`config.mk`:
```
export PLATFORM = sky130hd
export DESIGN_NAME = fetch_queue_unit
export DESIGN_NICKNAME = d
export VERILOG_FILES = /design/src/rtl/fetch_pkg.sv /design/src/rtl/fetch_fifo.sv /design/src/rtl/fetch_queue_unit.sv
export SDC_FILE = /design/constraint.sdc
export NUM_CORES = 1
export LEC_CHECK = 0
export BUFFER_PORTS_ARGS = -buffer_cell sky130_fd_sc_hd__buf_2
export CAP_MARGIN = 10
export CORE_ASPECT_RATIO = 1.75
export CORE_MARGIN = 2
export CORE_UTILIZATION = 47
export DETAILED_ROUTE_END_ITERATION = 7
export PLACE_DENSITY = 0.77
export SETUP_SLACK_MARGIN = 0.5
export SYNTH_ARGS = -nofsm -noshare
export SYNTH_HDL_FRONTEND = slang
export SYNTH_SLANG_ARGS = --single-unit
```
`constraint.sdc`:
```
create_clock -name i_clk -period 14.9 [get_ports i_clk]
set_input_delay 0.745 -clock i_clk [delete_from_list [all_inputs] [get_ports i_clk]]
set_output_delay 0.745 -clock i_clk [all_outputs]
set_load 0.01 [all_outputs]
```
`src/rtl/fetch_pkg.sv`:
```
// Shared types and widths for the fetch front end.
package fetch_pkg;

  localparam int unsigned FETCH_ADDR_W  = 64;
  localparam int unsigned FETCH_INSTR_W = 32;

  typedef enum logic {
    FETCH     = 1'b0,
    MISS_WAIT = 1'b1
  } fetch_state_t;

  // Queue entry layout, most significant field first; the top packs entries
  // in this same order at its own parameter widths.
  typedef struct packed {
    logic [FETCH_INSTR_W-1:0] instr;
    logic [FETCH_ADDR_W-1:0]  pc;
    logic                     pred_taken;
    logic [FETCH_ADDR_W-1:0]  pred_target;
  } fetch_entry_t;

  function automatic int unsigned fetch_entry_width(input int unsigned addr_w,
                                                    input int unsigned instr_w);
    return instr_w + 2 * addr_w + 1;
  endfunction

endpackage

```
`src/rtl/fetch_fifo.sv`:
```
// Circular fetch queue with synchronous flush and separate occupancy counter.
module fetch_fifo
  import fetch_pkg::*;
#(
  parameter int unsigned DATA_WIDTH = fetch_entry_width(FETCH_ADDR_W, FETCH_INSTR_W),
  parameter int unsigned DEPTH      = 4
) (
  input  logic                       clk_i,
  input  logic                       rst_ni,
  input  logic                       flush_i,
  input  logic                       enq_i,
  input  logic [DATA_WIDTH-1:0]      enq_data_i,
  input  logic                       deq_i,
  output logic [DATA_WIDTH-1:0]      deq_data_o,
  output logic                       valid_o,
  output logic                       full_o,
  output logic [$clog2(DEPTH):0]     count_o
);

  localparam int unsigned PTR_W = $clog2(DEPTH);
  localparam int unsigned CNT_W = PTR_W + 1;

  logic [DATA_WIDTH-1:0] mem_q [DEPTH];
  logic [PTR_W-1:0]      wr_ptr_q, wr_ptr_d;
  logic [PTR_W-1:0]      rd_ptr_q, rd_ptr_d;
  logic [CNT_W-1:0]      count_q,  count_d;

  assign deq_data_o = mem_q[rd_ptr_q];
  assign valid_o    = (count_q != '0);
  assign full_o     = (count_q == CNT_W'(DEPTH));
  assign count_o    = count_q;

  // Next pointer/occupancy; flush wins over any enq/deq in the same cycle.
  always_comb begin
    wr_ptr_d = wr_ptr_q;
    rd_ptr_d = rd_ptr_q;
    count_d  = count_q;
    if (flush_i) begin
      wr_ptr_d = '0;
      rd_ptr_d = '0;
      count_d  = '0;
    end else begin
      if (enq_i) wr_ptr_d = wr_ptr_q + 1'b1;
      if (deq_i) rd_ptr_d = rd_ptr_q + 1'b1;
      unique case ({enq_i, deq_i})
        2'b10:   count_d = count_q + 1'b1;
        2'b01:   count_d = count_q - 1'b1;
        default: count_d = count_q;
      endcase
    end
  end

  // Pointer and occupancy registers.
  always_ff @(posedge clk_i or negedge rst_ni) begin
    if (!rst_ni) begin
      wr_ptr_q <= '0;
      rd_ptr_q <= '0;
      count_q  <= '0;
    end else begin
      wr_ptr_q <= wr_ptr_d;
      rd_ptr_q <= rd_ptr_d;
      count_q  <= count_d;
    end
  end

  // Entry storage; contents are only meaningful where count marks them valid.
  always_ff @(posedge clk_i) begin
    if (enq_i && !flush_i) mem_q[wr_ptr_q] <= enq_data_i;
  end

endmodule

```
`src/rtl/fetch_queue_unit.sv`:
```
// Fetch front end: PC register, next-PC selection, I-miss FSM, fetch queue.
module fetch_queue_unit
  import fetch_pkg::*;
#(
  parameter int unsigned           ADDR_WIDTH  = FETCH_ADDR_W,
  parameter int unsigned           INSTR_WIDTH = FETCH_INSTR_W,
  parameter int unsigned           QUEUE_DEPTH = 4,
  parameter logic [ADDR_WIDTH-1:0] RESET_PC    = '0
) (
  input  logic                         i_clk,
  input  logic                         i_arst,
  input  logic                         i_redirect,
  input  logic [ADDR_WIDTH-1:0]        i_redirect_pc,
  input  logic                         i_bp_taken,
  input  logic [ADDR_WIDTH-1:0]        i_bp_target,
  input  logic                         i_icache_hit,
  input  logic [INSTR_WIDTH-1:0]       i_icache_instr,
  input  logic                         i_refill_done,
  input  logic                         i_deq_ready,
  output logic [ADDR_WIDTH-1:0]        o_fetch_pc,
  output logic                         o_miss_req,
  output logic [ADDR_WIDTH-1:0]        o_miss_addr,
  output logic                         o_deq_valid,
  output logic [INSTR_WIDTH-1:0]       o_deq_instr,
  output logic [ADDR_WIDTH-1:0]        o_deq_pc,
  output logic [ADDR_WIDTH-1:0]        o_deq_pc_plus4,
  output logic                         o_deq_pred_taken,
  output logic [ADDR_WIDTH-1:0]        o_deq_pred_target,
  output logic [$clog2(QUEUE_DEPTH):0] o_count
);

  localparam int unsigned ENTRY_W = fetch_entry_width(ADDR_WIDTH, INSTR_WIDTH);

  fetch_state_t          state_q, state_d;
  logic [ADDR_WIDTH-1:0] pc_q, pc_d;
  logic                  miss_req_q, miss_req_d;
  logic [ADDR_WIDTH-1:0] miss_addr_q, miss_addr_d;

  logic                  q_full;
  logic                  q_valid;
  logic                  enq;
  logic                  deq;
  logic [ADDR_WIDTH-1:0] pc_plus4;
  logic [ENTRY_W-1:0]    enq_entry;
  logic [ENTRY_W-1:0]    head_entry;

  assign pc_plus4  = pc_q + ADDR_WIDTH'(4);
  assign enq       = (state_q == FETCH) && i_icache_hit && !q_full && !i_redirect;
  assign deq       = q_valid && i_deq_ready && !i_redirect;
  assign enq_entry = {i_icache_instr, pc_q, i_bp_taken, i_bp_target};

  fetch_fifo #(
    .DATA_WIDTH (ENTRY_W),
    .DEPTH      (QUEUE_DEPTH)
  ) u_fifo (
    .clk_i      (i_clk),
    .rst_ni     (i_arst),
    .flush_i    (i_redirect),
    .enq_i      (enq),
    .enq_data_i (enq_entry),
    .deq_i      (deq),
    .deq_data_o (head_entry),
    .valid_o    (q_valid),
    .full_o     (q_full),
    .count_o    (o_count)
  );

  assign {o_deq_instr, o_deq_pc, o_deq_pred_taken, o_deq_pred_target} = head_entry;
  assign o_deq_pc_plus4 = o_deq_pc + ADDR_WIDTH'(4);
  assign o_deq_valid    = q_valid;
  assign o_fetch_pc     = pc_q;
  assign o_miss_req     = miss_req_q;
  assign o_miss_addr    = miss_addr_q;

  // Next PC and miss FSM; a redirect retargets the PC without aborting a refill.
  always_comb begin
    state_d     = state_q;
    pc_d        = pc_q;
    miss_req_d  = miss_req_q;
    miss_addr_d = miss_addr_q;
    if (i_redirect)  pc_d = i_redirect_pc;
    else if (enq)    pc_d = i_bp_taken ? i_bp_target : pc_plus4;
    unique case (state_q)
      FETCH: begin
        if (!i_redirect && !i_icache_hit && !q_full) begin
          state_d     = MISS_WAIT;
          miss_req_d  = 1'b1;
          miss_addr_d = pc_q;
        end
      end
      MISS_WAIT: begin
        if (i_refill_done) begin
          state_d    = FETCH;
          miss_req_d = 1'b0;
        end
      end
      default: begin
        state_d    = FETCH;
        miss_req_d = 1'b0;
      end
    endcase
  end

  // FSM, PC and registered miss outputs.
  always_ff @(posedge i_clk or negedge i_arst) begin
    if (!i_arst) begin
      state_q     <= FETCH;
      pc_q        <= RESET_PC;
      miss_req_q  <= 1'b0;
      miss_addr_q <= '0;
    end else begin
      state_q     <= state_d;
      pc_q        <= pc_d;
      miss_req_q  <= miss_req_d;
      miss_addr_q <= miss_addr_d;
    end
  end

endmodule

```
# == After elaboration in Yosys (flattened, before gate mapping) ==
# Memory sizes are Yosys's and may differ from the RTL's.
# Index checks and enable logic that the tools add are counted.
# totals
ff_bits,137
ramBits,644
input_bits,167
elab_cells,54
memories,1
# classes
addsub,6
n_eq_ne,5
muxes,17
n_bitwise,1
n_reduce_logical,17
# mem_list
memory,words,width,read_ports,rd_clocked_by_memory_dff,wr,line_no,rtl
u_fifo.mem_q,4,161,1,0,1,fetch_fifo.sv:23,logic [DATA_WIDTH-1:0] mem_q [DEPTH];
# op_table
op,n
2-to-1 mux 64 bit,3
"adder 64 x 3 -> 64 bit, second input constant",2
logical AND 1 bit,8
2-to-1 mux 2 bit,4
2-to-1 mux 1 bit,6
case mux 3 bit (2 select lines),1
nonzero test 3 bit,2
"adder 2 x 1 -> 2 bit, second input constant",2
case mux 1 bit (2 select lines),2
AND reduction 2 bit,2
nonzero test 2 bit,2
"adder 3 x 1 -> 3 bit, second input constant",1
"== test 3 bit, second input constant",1
zero test 1 bit,3
2-to-1 mux 3 bit,1
"subtractor 3 x 1 -> 3 bit, second input constant",1
"== test 2 x 1 -> 1 bit, second input constant",1
"== test 2 bit, second input constant",1
"!= test 2 x 1 -> 1 bit, second input constant",1
"!= test 2 bit, second input constant",1
NOT 1 bit,1

# == Longest topological paths before layout ==
# logic_depth
depth_word,7
ltp_mapped,11
depth_no_buf,9

# == By module ==
# From an unflattened synthesis, not the netlist that was laid out.
# unflattened
cells_unflattened,1817
area_unflattened_um2,32024.5
# by_module_without_submodules
mod,instances,cells_each,area_each_um2
fetch_fifo,1,884,23632.7
fetch_queue_unit,1,933,8391.8

# == Worst setup path before layout ==
# OpenSTA, ideal clock, no wires.
# synth_timing
path_kind,input -> register
start,in i_icache_hit
end,"mem u_fifo.mem_q[0][0] in the netlist's numbering, enable pin"
arrival_ns,5.632
path_slack_ns,8.726
cell_stages,4
path_buffers,2
path_cell_list,nor3b_1 -> clkbuf_1 -> clkbuf_1 -> and3_1
# synth_via
elab_chain_len,6
# synth_lines
element,line_no,rtl
"start, declared",fetch_queue_unit.sv:16,"input logic i_icache_hit,"
logical AND 1 bit (3 in a row),fetch_queue_unit.sv:48,assign enq = (state_q == FETCH) && i_icache_hit && !q_full && !i_redirect;
logical AND 1 bit,fetch_fifo.sv:68,if (enq_i && !flush_i) mem_q[wr_ptr_q] <= enq_data_i;
2-to-1 mux 1 bit,fetch_fifo.sv:68,
2-to-1 mux 1 bit (implied by the code),fetch_fifo.sv:68,
"end, declared",fetch_fifo.sv:23,
# No other way between the ends.

# == Worst setup path in the final report ==
# layout_timing
start,reg u_fifo.rd_ptr_q[0]
end,out o_deq_pc_plus4[38]
# layout_via
elab_chain_len,2
# layout_lines
element,line_no,rtl
"start, declared",fetch_fifo.sv:25,"logic [PTR_W-1:0] rd_ptr_q, rd_ptr_d;"
"start signal, assigned",fetch_fifo.sv:61,rd_ptr_q <= rd_ptr_d;
memory read (4 x 161 bit),n/a,
adder 64 x 3 -> 64 bit,fetch_queue_unit.sv:69,assign o_deq_pc_plus4 = o_deq_pc + ADDR_WIDTH'(4);
"end, declared",fetch_queue_unit.sv:26,"output logic [ADDR_WIDTH-1:0] o_deq_pc_plus4,"
# No other way between the ends.

==> flow_metrics.py <==
metrics = {
    "sta": {
        "grt_setup_unrepaired": "false",
        "setup_viol": 0,
        "min_period_ps": 6210,
        "fin_tns_setup_ps": 0,
        "slew_headroom_pct": 32.7,
        "hold_viol_final": 0,
        "max_freq_ghz": 0.161,
        "min_period_over_period_pct": 41.6,
        "worst-slew-pin-transition_ps": 1010,
        "fin_worst_skew_ps": 21.1,
        "slew_violations": 0,
        "fin_ws_ps": 8690,
    },
    "finish": {
        "drive_above_1_share_pct": 36.9,
        "regArea_mm2": 0.0228,
        "nets": 2599,
        "post-route-cell-area_mm2": 0.0383,
        "nFillCells": 5353,
        "syn_to_final_growth_pct": 18.3,
        "multi_input_area_mm2": 0.00906,
    },
    "clock_network": {
        "clock_sinks": 781,
        "numCtsBuffers": 70,
        "cts_buffer_depth": 3,
        "clk_pin_slew_worst_paths_ps": 60,
        "cts_setup_buffers": 0,
        "post_cts_resize_count": 0,
        "h-tree-depth": 3,
        "clockRootBuffer": "clkbuf_16",
        "clkLatencyLatePin_ps": 630,
        "cts_tree": "done",
        "ctsHoldBuffers": 0,
    },
    "run": {
        "maxCapViolations": 0,
    },
    "placement": {
        "numPortBuffers": 524,
        "dp_hpwl_um": 62800,
        "pre_cts_slack_ps": 9370,
        "dpl_cell_area_mm2": 0.0359,
        "place_congestion": 0.868,
    },
    "pwr": {
        "intPower_mw": 4.53,
        "p_switching_mw": 2.19,
        "clock_power_share_pct": 27.7,
        "pwr-share-seq_pct": 43.5,
        "p_comb_share_pct": 28.8,
        "power.density_mw_per_mm2": 175,
        "switching_share_pct": 32.6,
        "p_leak_nw": 13.8,
        "power_mw": 6.71,
        "ir_drop_mv": 0.135,
    },
    "floorplanning": {
        "core-area_mm2": 0.0683,
        "start_util_pct": 47.4,
        "fp-row-count": 127,
        "die_x_um": 202,
        "ios": 525,
        "die_h_um": 351,
        "dieArea_mm2": 0.0711,
    },
    "logic_synthesis": {
        "synth_cell_types": 75,
        "synth_edf_count": 644,
        "synth_nets": 2071,
        "synth_area_mm2": 0.0324,
        "synth-async-reset-ratio_pct": 17.5,
        "synth_top_area_share_pct": 59.7,
        "synth_top_cells_by_area": "edfxtp_1, dfrtp_1, mux4_2",
        "synth_largest_area_cell": "edfxtp_1",
        "syn_avg_cell_area_um2": 17.1,
        "ys_seq_area_share_pct": 70.3,
        "synth_seq_cells": 781,
        "ys.flop_type": "edfxtp_1",
        "netlist_instances": 1897,
        "yosys_warnings": 0,
    },
    "routing": {
        "firstDrtPassIters": 6,
        "vias_per_cell": 6.01,
        "wl_um": 93300,
        "wl_per_cell_um": 27.5,
        "drt-initial-drc-count": 1854,
        "drtAntennaViolNets": 0,
        "drc": 0,
        "vias": 20387,
    },
    "worst_hold_path": {
        "hp-class": "input pin to asynchronous set/reset pin",
    },
    "global_routing": {
        "grt_max_degree": 84,
        "grt_pass1_wl_um": 135000,
        "antenna_found_initial": 19,
        "gr-total-overflow": 0,
        "grt_pass1_vias": 20589,
        "grt_usage_pct": 25.9,
    },
    "critical_path": {
        "worstSetupStartpointType": "register",
        "critPathMaxFanout": 47,
        "worstSetupPathType": "register to primary output",
        "critPathArrivalTime_ps": 5460,
        "end_kind": "primary output",
        "reg2regPathDepth": 5,
        "cp.required_ps": 14160,
    },
    "outcome": {
        "status": "completed",
    },
}
## registers in the layout, indices dropped and copies added, names as in the netlist
register / flops
state_q: 1
o_miss_addr: 64
u_fifo.wr_ptr_q: 2
o_fetch_pc: 64
u_fifo.mem_q: 644
u_fifo.rd_ptr_q: 2
u_fifo.count_o: 3
o_miss_req: 1
## path summary, 6_finish.rpt
kind,start,to,slack [ps]
max in group asynchronous,i_arst,o_miss_addr[40],13220
min,i_arst,o_miss_addr[14],140
max,u_fifo.rd_ptr_q[0],o_deq_pc_plus4[38],8690
min in group i_clk,i_redirect_pc[1],o_fetch_pc[1],320
max reg2reg,u_fifo.count_o[2],u_fifo.mem_q[1][39],11350
min reg2reg,o_miss_addr[62],o_miss_addr[62],480
## final cells by class
type | count | area share, %
sequential | 781 | 59.4
multi-input combinational | 986 | 23.6
timing repair buffer | 552 | 7.45
clock buffer | 90 | 4.88
tap | 903 | 2.95
clock inverter | 39 | 1.24
inverter | 34 | 0.333
antenna | 9 | 0.0588
## power groups by stage
stage	clock network [mW]	logic (mW)	registers, mW
after floorplan	0	1.16	2.93
after global placement	0	1.92	2.94
after detailed placement	0	1.95	2.96
after CTS	1.88	1.96	2.92
after global routing	1.96	2.06	2.95
final	1.86	1.93	2.92
## layout by cell type, fill, tap and decap left out, drive strengths merged, types with 22 or more instances in the layout
cell,synthesis,final
dfrtp,137,137
and3,23,23
edfxtp,644,644
nand4,39,39
buf,37,552
o21ai,86,86
nor2,86,86
a21oi,56,56
o31ai,23,23
nor3,41,41
inv,33,40
clkinv,1,22
mux2,52,52
xnor2,29,29
clkbuf,59,90
xor2,37,37
nand2,152,152
nand3,46,46
mux4,161,161
## synth_stat cells (6+ instances only)
master / count
edfxtp_1: 644
nand2_1: 151
mux4_2: 147
dfrtp_1: 137
o21ai_0: 86
nor2_1: 85
clkbuf_1: 59
a21oi_1: 56
mux2_2: 52
nand3_1: 41
xor2_1: 37
inv_1: 33
nor3_1: 32
nand4_1: 31
xnor2_1: 29
and3_1: 23
o31ai_1: 23
a22o_1: 18
buf_2: 17
mux4_1: 14
and4_1: 9
mux2i_1: 9
buf_1: 8
and2_1: 7
nor3_2: 7
nor4_2: 7
or3_1: 7
a311oi_1: 6
ha_1: 6
nor4_1: 6
o22ai_1: 6
## logic make-up after synthesis
| kind of cell | count (synthesis) | share of synthesized area, % |
|---|---|---|
| mux | 222 | 13.4 |
| buf+inv | 130 | 1.91 |
| flops | 781 | 70.3 |
| xor+xnor | 66 | 1.78 |
| fa+ha+maj | 7 | 0.294 |
| simple gates | 438 | 7.32 |
| compound gates | 253 | 4.97 |
## layer usage
layer | routed length [um] | vias up | global-route usage, %
li1 | - | 8618 | -
met1 | 34300 | 10432 | 32.3
met2 | 46600 | 1124 | 43.2
met3 | 8680 | 197 | 6.62
met4 | 3620 | 16 | 11.1
met5 | 103 | - | 0
## metrics by stage
stage / utilization, % / hold slack, ps / std cells
CTS: 56.0 / 154 / 3385
floorplan: - / 449 / 1897
global route: 56.1 / 190 / 3392
finish: 56.1 / 139 / 3394
global placement: 52.6 / 463 / 3256
detailed placement: 52.6 / 472 / 3256
## critical path, stage by stage (launching register included)
cell and delay [ps]:
dfrtp_4 890, buf_4 850, mux4_1 550, nand3_2 170
nor3_2 810, nand4_1 640, nor2_1 310, xor2_1 330
buf_2 200
No activity file was read; power rests on OpenSTA's default activity.
